`config.mk`:
```
export PLATFORM = sky130hd
export DESIGN_NAME = m_seq_sync
export DESIGN_NICKNAME = d
export VERILOG_FILES = /design/src/rtl/m_seq_pkg.sv /design/src/rtl/m_seq_lfsr.sv /design/src/rtl/m_seq_sync.sv
export SDC_FILE = /design/constraint.sdc
export NUM_CORES = 1
export LEC_CHECK = 0
export ABC_AREA = 0
export CELL_PAD_IN_SITES_DETAIL_PLACEMENT = 1
export CELL_PAD_IN_SITES_GLOBAL_PLACEMENT = 1
export CORE_AREA = 3 3 100 92
export CTS_BUF_LIST = sky130_fd_sc_hd__clkbuf_8
export CTS_CLUSTER_SIZE = 16
export DETAILED_ROUTE_END_ITERATION = 16
export DIE_AREA = 0 0 103 95
export GPL_ROUTABILITY_DRIVEN = 0
export GPL_TIMING_DRIVEN = 0
export PLACE_DENSITY_LB_ADDON = 0.3
export SYNTH_ARGS = -nofsm -noshare
export SYNTH_HDL_FRONTEND = slang
export SYNTH_HIERARCHICAL = 1
export SYNTH_SLANG_ARGS = --single-unit
```
`constraint.sdc`:
```
create_clock -name clk -period 2.3 [get_ports clk]
set_input_delay 0.575 -clock clk [delete_from_list [all_inputs] [get_ports clk]]
set_output_delay 0.575 -clock clk [all_outputs]
set_load 0.1 [all_outputs]
```
`src/rtl/m_seq_pkg.sv`:
```
// ============================================================================
//  Module      : m_seq_pkg
//  Description : Shared definitions for the 4-stage m-sequence generator and
//                its receive-side synchroniser (s[n] = s[n-1] ^ s[n-4]).
//                Holds the sequence geometry, the feedback taps, the common
//                reset seed and the synchroniser state type.
//  Revision    : 1.0  initial release
// ============================================================================
`default_nettype none

package m_seq_pkg;

    localparam int SEQ_LEN   = 15;
    localparam int SEQ_ORDER = 4;

    // Feedback taps on stages 3 and 0 (stage 0 holds the newest bit).
    localparam logic [SEQ_ORDER-1:0] SEQ_TAPS = 4'b1001;

    // Generator start state; the checker reconstructs phase from the stream.
    localparam logic [SEQ_ORDER-1:0] SEQ_SEED = 4'b1001;

    typedef enum logic [1:0] {
        ST_SEARCH = 2'd0,
        ST_VERIFY = 2'd1,
        ST_LOCKED = 2'd2
    } seq_state_t;

    // Next sequence bit predicted from a 4-bit history window.
    function automatic logic seq_next_bit(input logic [SEQ_ORDER-1:0] s);
        return ^(s & SEQ_TAPS);
    endfunction

endpackage

`default_nettype wire

```
`src/rtl/m_seq_lfsr.sv`:
```
// ============================================================================
//  Module      : m_seq_lfsr
//  Description : 4-bit Fibonacci LFSR for the m-sequence. Loadable, advances
//                on request, and exposes the next bit combinationally.
//  Ports       : clk         system clock, rising edge
//                rst_n       asynchronous reset, active low
//                i_load      load i_load_val (has priority over i_adv)
//                i_load_val  value to load, bit 0 = newest bit
//                i_adv       shift the predicted next bit into the register
//                o_next_bit  bit the register will shift in on advance
//  Revision    : 1.0  initial release
// ============================================================================
`default_nettype none

module m_seq_lfsr
    import m_seq_pkg::*;
#(
    parameter logic [SEQ_ORDER-1:0] RST_VAL = '0
) (
    input  logic                 clk,
    input  logic                 rst_n,
    input  logic                 i_load,
    input  logic [SEQ_ORDER-1:0] i_load_val,
    input  logic                 i_adv,
    output logic                 o_next_bit
);

    logic [SEQ_ORDER-1:0] r_state;
    logic                 w_next;

    assign w_next     = seq_next_bit(r_state);
    assign o_next_bit = w_next;

    always_ff @(posedge clk or negedge rst_n) begin
        if (!rst_n) begin
            r_state <= RST_VAL;
        end else if (i_load) begin
            r_state <= i_load_val;
        end else if (i_adv) begin
            r_state <= {r_state[SEQ_ORDER-2:0], w_next};
        end
    end

endmodule

`default_nettype wire

```
`src/rtl/m_seq_sync.sv`:
```
// ============================================================================
//  Module      : m_seq_sync
//  Description : Self-synchronising m-sequence checker for BER measurement.
//                Fills a 4-bit history, verifies LOCK_CNT consecutive
//                predictions, then flywheels a local LFSR copy and counts
//                bit errors. Drops lock when LOSS_THR errors fall within one
//                WIN_LEN-bit window.
//  Ports       : clk        system clock, rising edge
//                rst_n      asynchronous reset, active low
//                data_in    received bit, sampled when data_vld = 1
//                data_vld   qualifies data_in, one bit per high cycle
//                clr        synchronous clear of bit_cnt / err_cnt
//                locked     high while locked
//                err_flag   one-cycle pulse per mismatched bit while locked
//                sync_lost  one-cycle pulse when lock is dropped
//                bit_cnt    bits checked while locked (saturating)
//                err_cnt    mismatches while locked (saturating)
//  Revision    : 1.0  initial release
// ============================================================================
`default_nettype none

module m_seq_sync
    import m_seq_pkg::*;
#(
    parameter int LOCK_CNT = 8,
    parameter int WIN_LEN  = 64,
    parameter int LOSS_THR = 8,
    parameter int CNT_W    = 16
) (
    input  logic             clk,
    input  logic             rst_n,
    input  logic             data_in,
    input  logic             data_vld,
    input  logic             clr,
    output logic             locked,
    output logic             err_flag,
    output logic             sync_lost,
    output logic [CNT_W-1:0] bit_cnt,
    output logic [CNT_W-1:0] err_cnt
);

    localparam int MW = (LOCK_CNT > 1) ? $clog2(LOCK_CNT + 1) : 1;
    localparam int WW = (WIN_LEN  > 1) ? $clog2(WIN_LEN)      : 1;
    localparam int EW = $clog2(LOSS_THR + 1);

    localparam logic [MW-1:0] c_match_last = MW'(LOCK_CNT - 1);
    localparam logic [WW-1:0] c_win_last   = WW'(WIN_LEN - 1);
    localparam logic [EW-1:0] c_loss_thr   = EW'(LOSS_THR);
    localparam logic [2:0]    c_fill_full  = 3'(SEQ_ORDER);

    seq_state_t           r_state;
    logic [SEQ_ORDER-1:0] r_hist;
    logic [2:0]           r_fill;
    logic [MW-1:0]        r_match;
    logic [WW-1:0]        r_win;
    logic [EW-1:0]        r_werr;
    logic                 r_locked;
    logic                 r_err_flag;
    logic                 r_sync_lost;
    logic [CNT_W-1:0]     r_bit_cnt;
    logic [CNT_W-1:0]     r_err_cnt;

    logic [SEQ_ORDER-1:0] w_hist_nxt;
    logic                 w_lfsr_next;
    logic                 w_pred;
    logic                 w_miss;
    logic                 w_chk;
    logic [EW-1:0]        w_werr_inc;
    logic                 w_loss;
    logic                 w_lock;

    assign w_hist_nxt = {r_hist[SEQ_ORDER-2:0], data_in};

    // Before lock the prediction comes from the received history, so a
    // channel error simply washes out of the window. Once locked the local
    // LFSR is the reference and received bits never feed back into it.
    assign w_pred = (r_state == ST_LOCKED) ? w_lfsr_next : seq_next_bit(r_hist);
    assign w_miss = data_in ^ w_pred;

    assign w_chk      = data_vld && (r_state == ST_LOCKED);
    assign w_werr_inc = r_werr + EW'(w_miss);
    assign w_loss     = w_chk && w_miss && (w_werr_inc == c_loss_thr);
    assign w_lock     = data_vld && (r_state == ST_VERIFY) && !w_miss
                        && (r_match == c_match_last);

    // Flywheel copy: seeded with the verified history (current bit included)
    // on the lock transition, then free-running on each valid bit.
    m_seq_lfsr #(
        .RST_VAL    ('0)
    ) u_lfsr (
        .clk        (clk),
        .rst_n      (rst_n),
        .i_load     (w_lock),
        .i_load_val (w_hist_nxt),
        .i_adv      (w_chk),
        .o_next_bit (w_lfsr_next)
    );

    always_ff @(posedge clk or negedge rst_n) begin
        if (!rst_n) begin
            r_state     <= ST_SEARCH;
            r_hist      <= '0;
            r_fill      <= '0;
            r_match     <= '0;
            r_win       <= '0;
            r_werr      <= '0;
            r_locked    <= 1'b0;
            r_err_flag  <= 1'b0;
            r_sync_lost <= 1'b0;
        end else begin
            r_err_flag  <= w_chk && w_miss;
            r_sync_lost <= w_loss;
            if (data_vld) begin
                r_hist <= w_hist_nxt;
                case (r_state)
                    ST_SEARCH: begin
                        if (r_fill != c_fill_full) begin
                            r_fill <= r_fill + 3'd1;
                        end
                        // An all-zero history is the LFSR lock-up state and
                        // never occurs in a real m-sequence, so keep waiting.
                        if ((r_fill >= (c_fill_full - 3'd1)) && (w_hist_nxt != '0)) begin
                            r_state <= ST_VERIFY;
                            r_match <= '0;
                        end
                    end
                    ST_VERIFY: begin
                        if (w_miss) begin
                            r_match <= '0;
                        end else if (w_lock) begin
                            r_state  <= ST_LOCKED;
                            r_locked <= 1'b1;
                            r_win    <= '0;
                            r_werr   <= '0;
                        end else begin
                            r_match <= r_match + MW'(1);
                        end
                    end
                    ST_LOCKED: begin
                        // Loss is evaluated before the window wrap so the
                        // threshold error on the last window bit still counts.
                        if (w_loss) begin
                            r_state  <= ST_SEARCH;
                            r_fill   <= '0;
                            r_locked <= 1'b0;
                            r_win    <= '0;
                            r_werr   <= '0;
                        end else if (r_win == c_win_last) begin
                            r_win  <= '0;
                            r_werr <= '0;
                        end else begin
                            r_win  <= r_win + WW'(1);
                            r_werr <= w_werr_inc;
                        end
                    end
                    default: begin
                        r_state <= ST_SEARCH;
                    end
                endcase
            end
        end
    end

    // Statistics counters: saturate rather than wrap; clr beats an increment.
    always_ff @(posedge clk or negedge rst_n) begin
        if (!rst_n) begin
            r_bit_cnt <= '0;
            r_err_cnt <= '0;
        end else if (clr) begin
            r_bit_cnt <= '0;
            r_err_cnt <= '0;
        end else if (w_chk) begin
            if (r_bit_cnt != '1) begin
                r_bit_cnt <= r_bit_cnt + CNT_W'(1);
            end
            if (w_miss && (r_err_cnt != '1)) begin
                r_err_cnt <= r_err_cnt + CNT_W'(1);
            end
        end
    end

    assign locked    = r_locked;
    assign err_flag  = r_err_flag;
    assign sync_lost = r_sync_lost;
    assign bit_cnt   = r_bit_cnt;
    assign err_cnt   = r_err_cnt;

endmodule

`default_nettype wire

```
; Word-level counts from Yosys, hierarchy flattened
; Cells that the tools add are included.
[totals]
reg_bits = 62
input_bits = 5
output_inout_bits = 35
elab_cells = 96
[op_classes]
addsub = 6
n_lt_le_gt_ge = 1
eq_ne = 14
mux = 35
n_bitwise = 1
n_reduce_logical = 27
[op_table]
columns = operator, count
row1 = $mux 16, 6
row2 = $mux 4, 9
row3 = $add 16x1->16 const B, 2
row4 = $ne 16x16->1 const B, 2
row5 = $mux 6, 4
row6 = $pmux 4 s2, 2
row7 = $reduce_bool 2->1, 7
row8 = $pmux 6 s2, 1
row9 = $reduce_and 4->1, 3
row10 = $reduce_and 5->1, 2
row11 = $logic_and 1x1->1, 8
row12 = $mux 2, 4
row13 = $ne 2x2->1 const B, 4
row14 = $reduce_xor 4->1, 2
row15 = $add 6x1->6 const B, 1
row16 = $eq 6x6->1 const B, 1
row17 = $mux 3, 2
row18 = $ne 3x3->1 const B, 2
row19 = $pmux 2 s3, 1
row20 = $pmux 3 s2, 1
row21 = $add 4x1->4, 1
row22 = $add 4x1->4 const B, 1
row23 = $eq 4x3->1 const B, 1
row24 = $eq 4x4->1 const B, 1
row25 = other kinds (12), 16

; Depth between registers and ports, before layout
[depth]
word_depth = 9
mapped_depth = 13

; By module
; Netlist, hierarchy kept.
[modules_own_cells]
columns = module, n_inst, cells_per_inst, area_each_um2
row1 = m_seq_sync, 1, 317, 3156.8
row2 = m_seq_lfsr, 1, 19, 202.7

; Worst setup path before layout
; Ideal clock, no wire load.
[synth_path]
path_kind = register to register
startpoint = reg r_state[1] (netlist name)
endpoint = reg r_fill[0]
arrival_ps = 2440
setup_slack_ps = -264
stages_incl_launch_ff = 13
synth_period_minus_slack_ps = 2564
cell_sequence = dfrtp_1 > nand2b_1 > clkbuf_1 > o21ai_0 > xnor2_1 > ha_1 > ha_1 > nor2_1 > nand3_1 > or3_4 > clkinv_4 > o21bai_2 > mux2_2
[synth_lines]
columns = element, line
row1 = to (signal assigned), m_seq_sync.sv:118  ; r_fill <= r_fill + 3'd1;
row2 = to (decl), m_seq_sync.sv:53  ; logic [2:0] r_fill;

; Worst setup path in the final report
[layout_path]
startpoint = reg u_lfsr.r_state[3]
endpoint = reg r_fill[0]
[layout_between]
elab_chain_len = 8
[layout_lines]
columns = element, line
row1 = from (decl), m_seq_lfsr.sv:28  ; logic [SEQ_ORDER-1:0] r_state;
row2 = from (signal assigned), m_seq_lfsr.sv:38  ; r_state <= i_load_val;
row3 = from (signal assigned), m_seq_lfsr.sv:40  ; r_state <= {r_state[SEQ_ORDER-2:0], w_next};
row4 = $reduce_xor 4->1 (*), m_seq_pkg.sv:30  ; return ^(s & SEQ_TAPS);
row5 = named net w_lfsr_next, m_seq_sync.sv:64  ; logic w_lfsr_next;
row6 = $mux 1 (*), m_seq_sync.sv:77  ; assign w_pred = (r_state == ST_LOCKED) ? w_lfsr_next : seq_next_bit(r_hist);
row7 = $xor 1x1->1 (*), m_seq_sync.sv:78  ; assign w_miss = data_in ^ w_pred;
row8 = $add 4x1->4, m_seq_sync.sv:81  ; assign w_werr_inc = r_werr + EW'(w_miss);
row9 = $eq 4x4->1, m_seq_sync.sv:82  ; assign w_loss = w_chk && w_miss && (w_werr_inc == c_loss_thr);
row10 = $logic_and 1x1->1 (*), m_seq_sync.sv:82
row11 = named net w_loss, m_seq_sync.sv:69  ; logic w_loss;
row12 = $ne 2x2->1 (no source line) (*), -
row13 = $reduce_and 4->1 (no source line) (*), -
; Mark *: on every way through the listed nets, which the timed path passes. The rest lies on a longest branch.
; A chain may end at the register's enable or synchronous reset.

==> run metrics <==
global-route wire length before repair=14,100 um; full die area=0.00979 mm^2; # DRC=0; DRT met1 WL=3850 um; Critical Path Start Type=flip-flop; critical path class=flip-flop to flip-flop; Final Net Count=411; WL met3=246 um; total I/O pin count=40; RSZ-0062 raised after global routing=true; TritonCTS clock tree=yes; Synth Flop Type=dfrtp_1; relative slew slack=0.358; Post-DRT Antenna Nets=0; PnR worst setup slack=-0.120 ns; Top Layer Used=met4; reg-to-reg slack, setup=-0.12 ns; First-pass DRT Iterations=4; CP max FO=6; Hold Path Class=input pin to asynchronous set/reset pin; leakage=1.97 nW; Ys Warns=6; cell row count=31; fmax=0.413 GHz; Starting Density=0.412; ANT cells=0; Synth Net Count=350; Placeable Area=0.00815 mm^2; Global Route Usage Sum=0.184; Post-synth EDFFs=0; max-slew violations=0; # hold bufs at CTS=0; initial antenna violation count=0; crit path DAT=2.65 ns; DP HPWL=5710 um; Horiz. Die Dim=103 um; Final setup viols=13; port buffer count=38; Sink Count=62; Mapped Area=0.00336 mm^2; Initial DRC Count=88; area of the multi-input gates=0.00186 mm^2; Seq cells post-synth=62; Peak VDD IR=0.453 mV; met2 routed WL=4160 um; status=finished, violations left; Required @ worst endpoint=2.53 ns; skew final=0.0130 ns; Clock Pin Slew Worst Setup and Hold Paths=0.08 ns; Slew @ Worst Pin=0.967 ns; Synth async-reset ratio=1.00; H-tree depth=3; synthesis-to-finish area growth=29.5%; CTS Root Cell=clkbuf_8; Yosys cell types=59; final wirelength=8360 um; Final period util=1.05; Reg-to-Reg Start=u_lfsr/r_state[3]; Final Hold Vio Count=0; die height=95 um; CP Capture Type=flip-flop; DR vias/cell=5.54; R2R depth=11; layout cells sized above 1=0.249; Period minus WS final=2.42 ns; pwr dens=689 mW/mm^2; fillers=918; setup_tns=-0.810 ns; Finished Cell Area=0.00435 mm^2; vias in the first global route=2,836; largest net degree at the start of global routing=63; Routed wire per std cell=16.7 um; maxcap violations=0; Placed Area=0.00392 mm^2; clock latency on the worst-skew pair=0.35 ns; GRT overflow=0; Mapped Avg Cell Area=10.0 um^2; Max Buffers Root-to-Sink=2; vias=2,774; Seq/Total Area, Yosys=0.462; FF-to-FF End=r_fill[0]; TritonCTS buffer count=9; Cells after Synth=336; register area=0.00158 mm^2; failing checks=negative setup slack
-- what timing repair did --
| item | in CTS | in global routing |
|---|---|---|
| gates resized for setup | 65 | 13 |
| setup endpoints to repair | 52 | 23 |
| buffers inserted | 8 | 5 |
| pin swaps | 17 | 5 |
-- synthesized netlist by cell type (all sizes together) (5+ instances only) --
cell type	instances	area [um^2]
nand3	24	125
o21ai	13	65.1
ha	9	113
xnor2	13	121
dfrtp	62	1550
mux2i	6	60.1
clkbuf	7	27.5
nor2	40	150
nand4	10	62.6
nand2b	6	45.0
and3	8	50.1
nand2	26	97.6
o31ai	5	37.5
inv	13	51.3
a21oi	9	45.0
xor2	19	166
nor4	6	43.8
mux2	7	78.8
nor3	6	35.0
-- power breakdown --
| part | internal, mW | switching [mW] | leakage (nW) |
|---|---|---|---|
| Clock | 0.662 | 0.444 | 0.121 |
| Sequential | 1.20 | 0.114 | 0.802 |
| Combinational | 0.279 | 0.298 | 1.05 |
-- registers in the layout (all words and copies together), names as in the netlist, 2 cells and up --
register        count
r_match             4
r_win               6
r_hist              4
r_werr              4
bit_cnt            16
u_lfsr/r_state      4
err_cnt            16
r_fill              3
r_state             2
-- per-stage QoR --
step | utilization | setup WS (ns) | power (mW) | cells | hold WS (ns)
finish | 0.534 | -0.120 | 3.00 | 501 | 0.302
global route | 0.534 | -0.224 | 3.16 | 501 | 0.357
CTS | 0.524 | -0.195 | 3.01 | 496 | 0.331
detailed placement | 0.481 | -0.795 | 1.82 | 473 | 0.475
global placement | 0.481 | -1.72 | 1.79 | 473 | 0.463
floorplan | - | -0.140 | 1.68 | 336 | 0.279
-- cells by family after synthesis --
group	count (synthesis)	share of synthesized area
and+or+nand+nor	142	0.225
buffers and inverters	24	0.0302
muxes	13	0.0413
AOI/OAI and AO/OA	53	0.116
DFF	62	0.462
adders and majority gates	9	0.0335
xor gates and xnor gates	33	0.0924
-- worst max-delay path: stages (launching register included) --
cell	delay [ns]
dfrtp_2	0.43
xor2_2	0.20
o21ai_2	0.13
xnor2_1	0.13
ha_2	0.22
ha_4	0.21
nor2_4	0.08
nand3_2	0.07
or3_4	0.43
clkinv_8	0.09
o21bai_4	0.06
mux2_2	0.26
-- routing by layer --
metal / track usage / up-vias
met3: 0.0421 / 11
met4: 0.0518 / 0
li1: - / 1322
met1: 0.232 / 1404
met2: 0.315 / 37
met5: 0 / -
-- final cells by class --
| cell class | count | area share |
|---|---|---|
| inverters | 14 | 0.0155 |
| clock buffers | 11 | 0.0348 |
| repair buffers | 51 | 0.104 |
| flip-flops and latches | 62 | 0.363 |
| clock inverters | 5 | 0.0170 |
| well taps | 99 | 0.0285 |
| multi-input cells | 250 | 0.428 |
| plain buffers | 9 | 0.00863 |
-- how the worst max path moves through the flow --
stage	start	endpoint	slack (ns)	cells after the start
final	u_lfsr/r_state[3]	r_fill[0]	-0.12	11
after global routing	r_hist[0]	r_werr[3]	-0.22	11
after CTS	u_lfsr/r_state[0]	r_win[1]	-0.19	11
after detailed placement	data_in	r_werr[3]	-0.79	10
after global placement	rst_n	bit_cnt[1]	-1.72	1
after floorplan	r_state[0]	r_fill[0]	-0.14	13
-- placed cells by master, fill, tap and decap left out, types with 6 or more instances in the layout --
cell,n
dfrtp_1,40
nand4_1,10
inv_1,12
dlygate4sd2_1,33
a21oi_1,9
clkbuf_8,11
nand2_1,25
ha_1,7
mux2_2,7
o21ai_0,6
mux2i_1,6
nor2_1,39
and3_1,8
dfrtp_2,22
nand3_1,22
buf_4,9
xor2_1,17
xnor2_1,11
(Power assumes the default switching activity.)
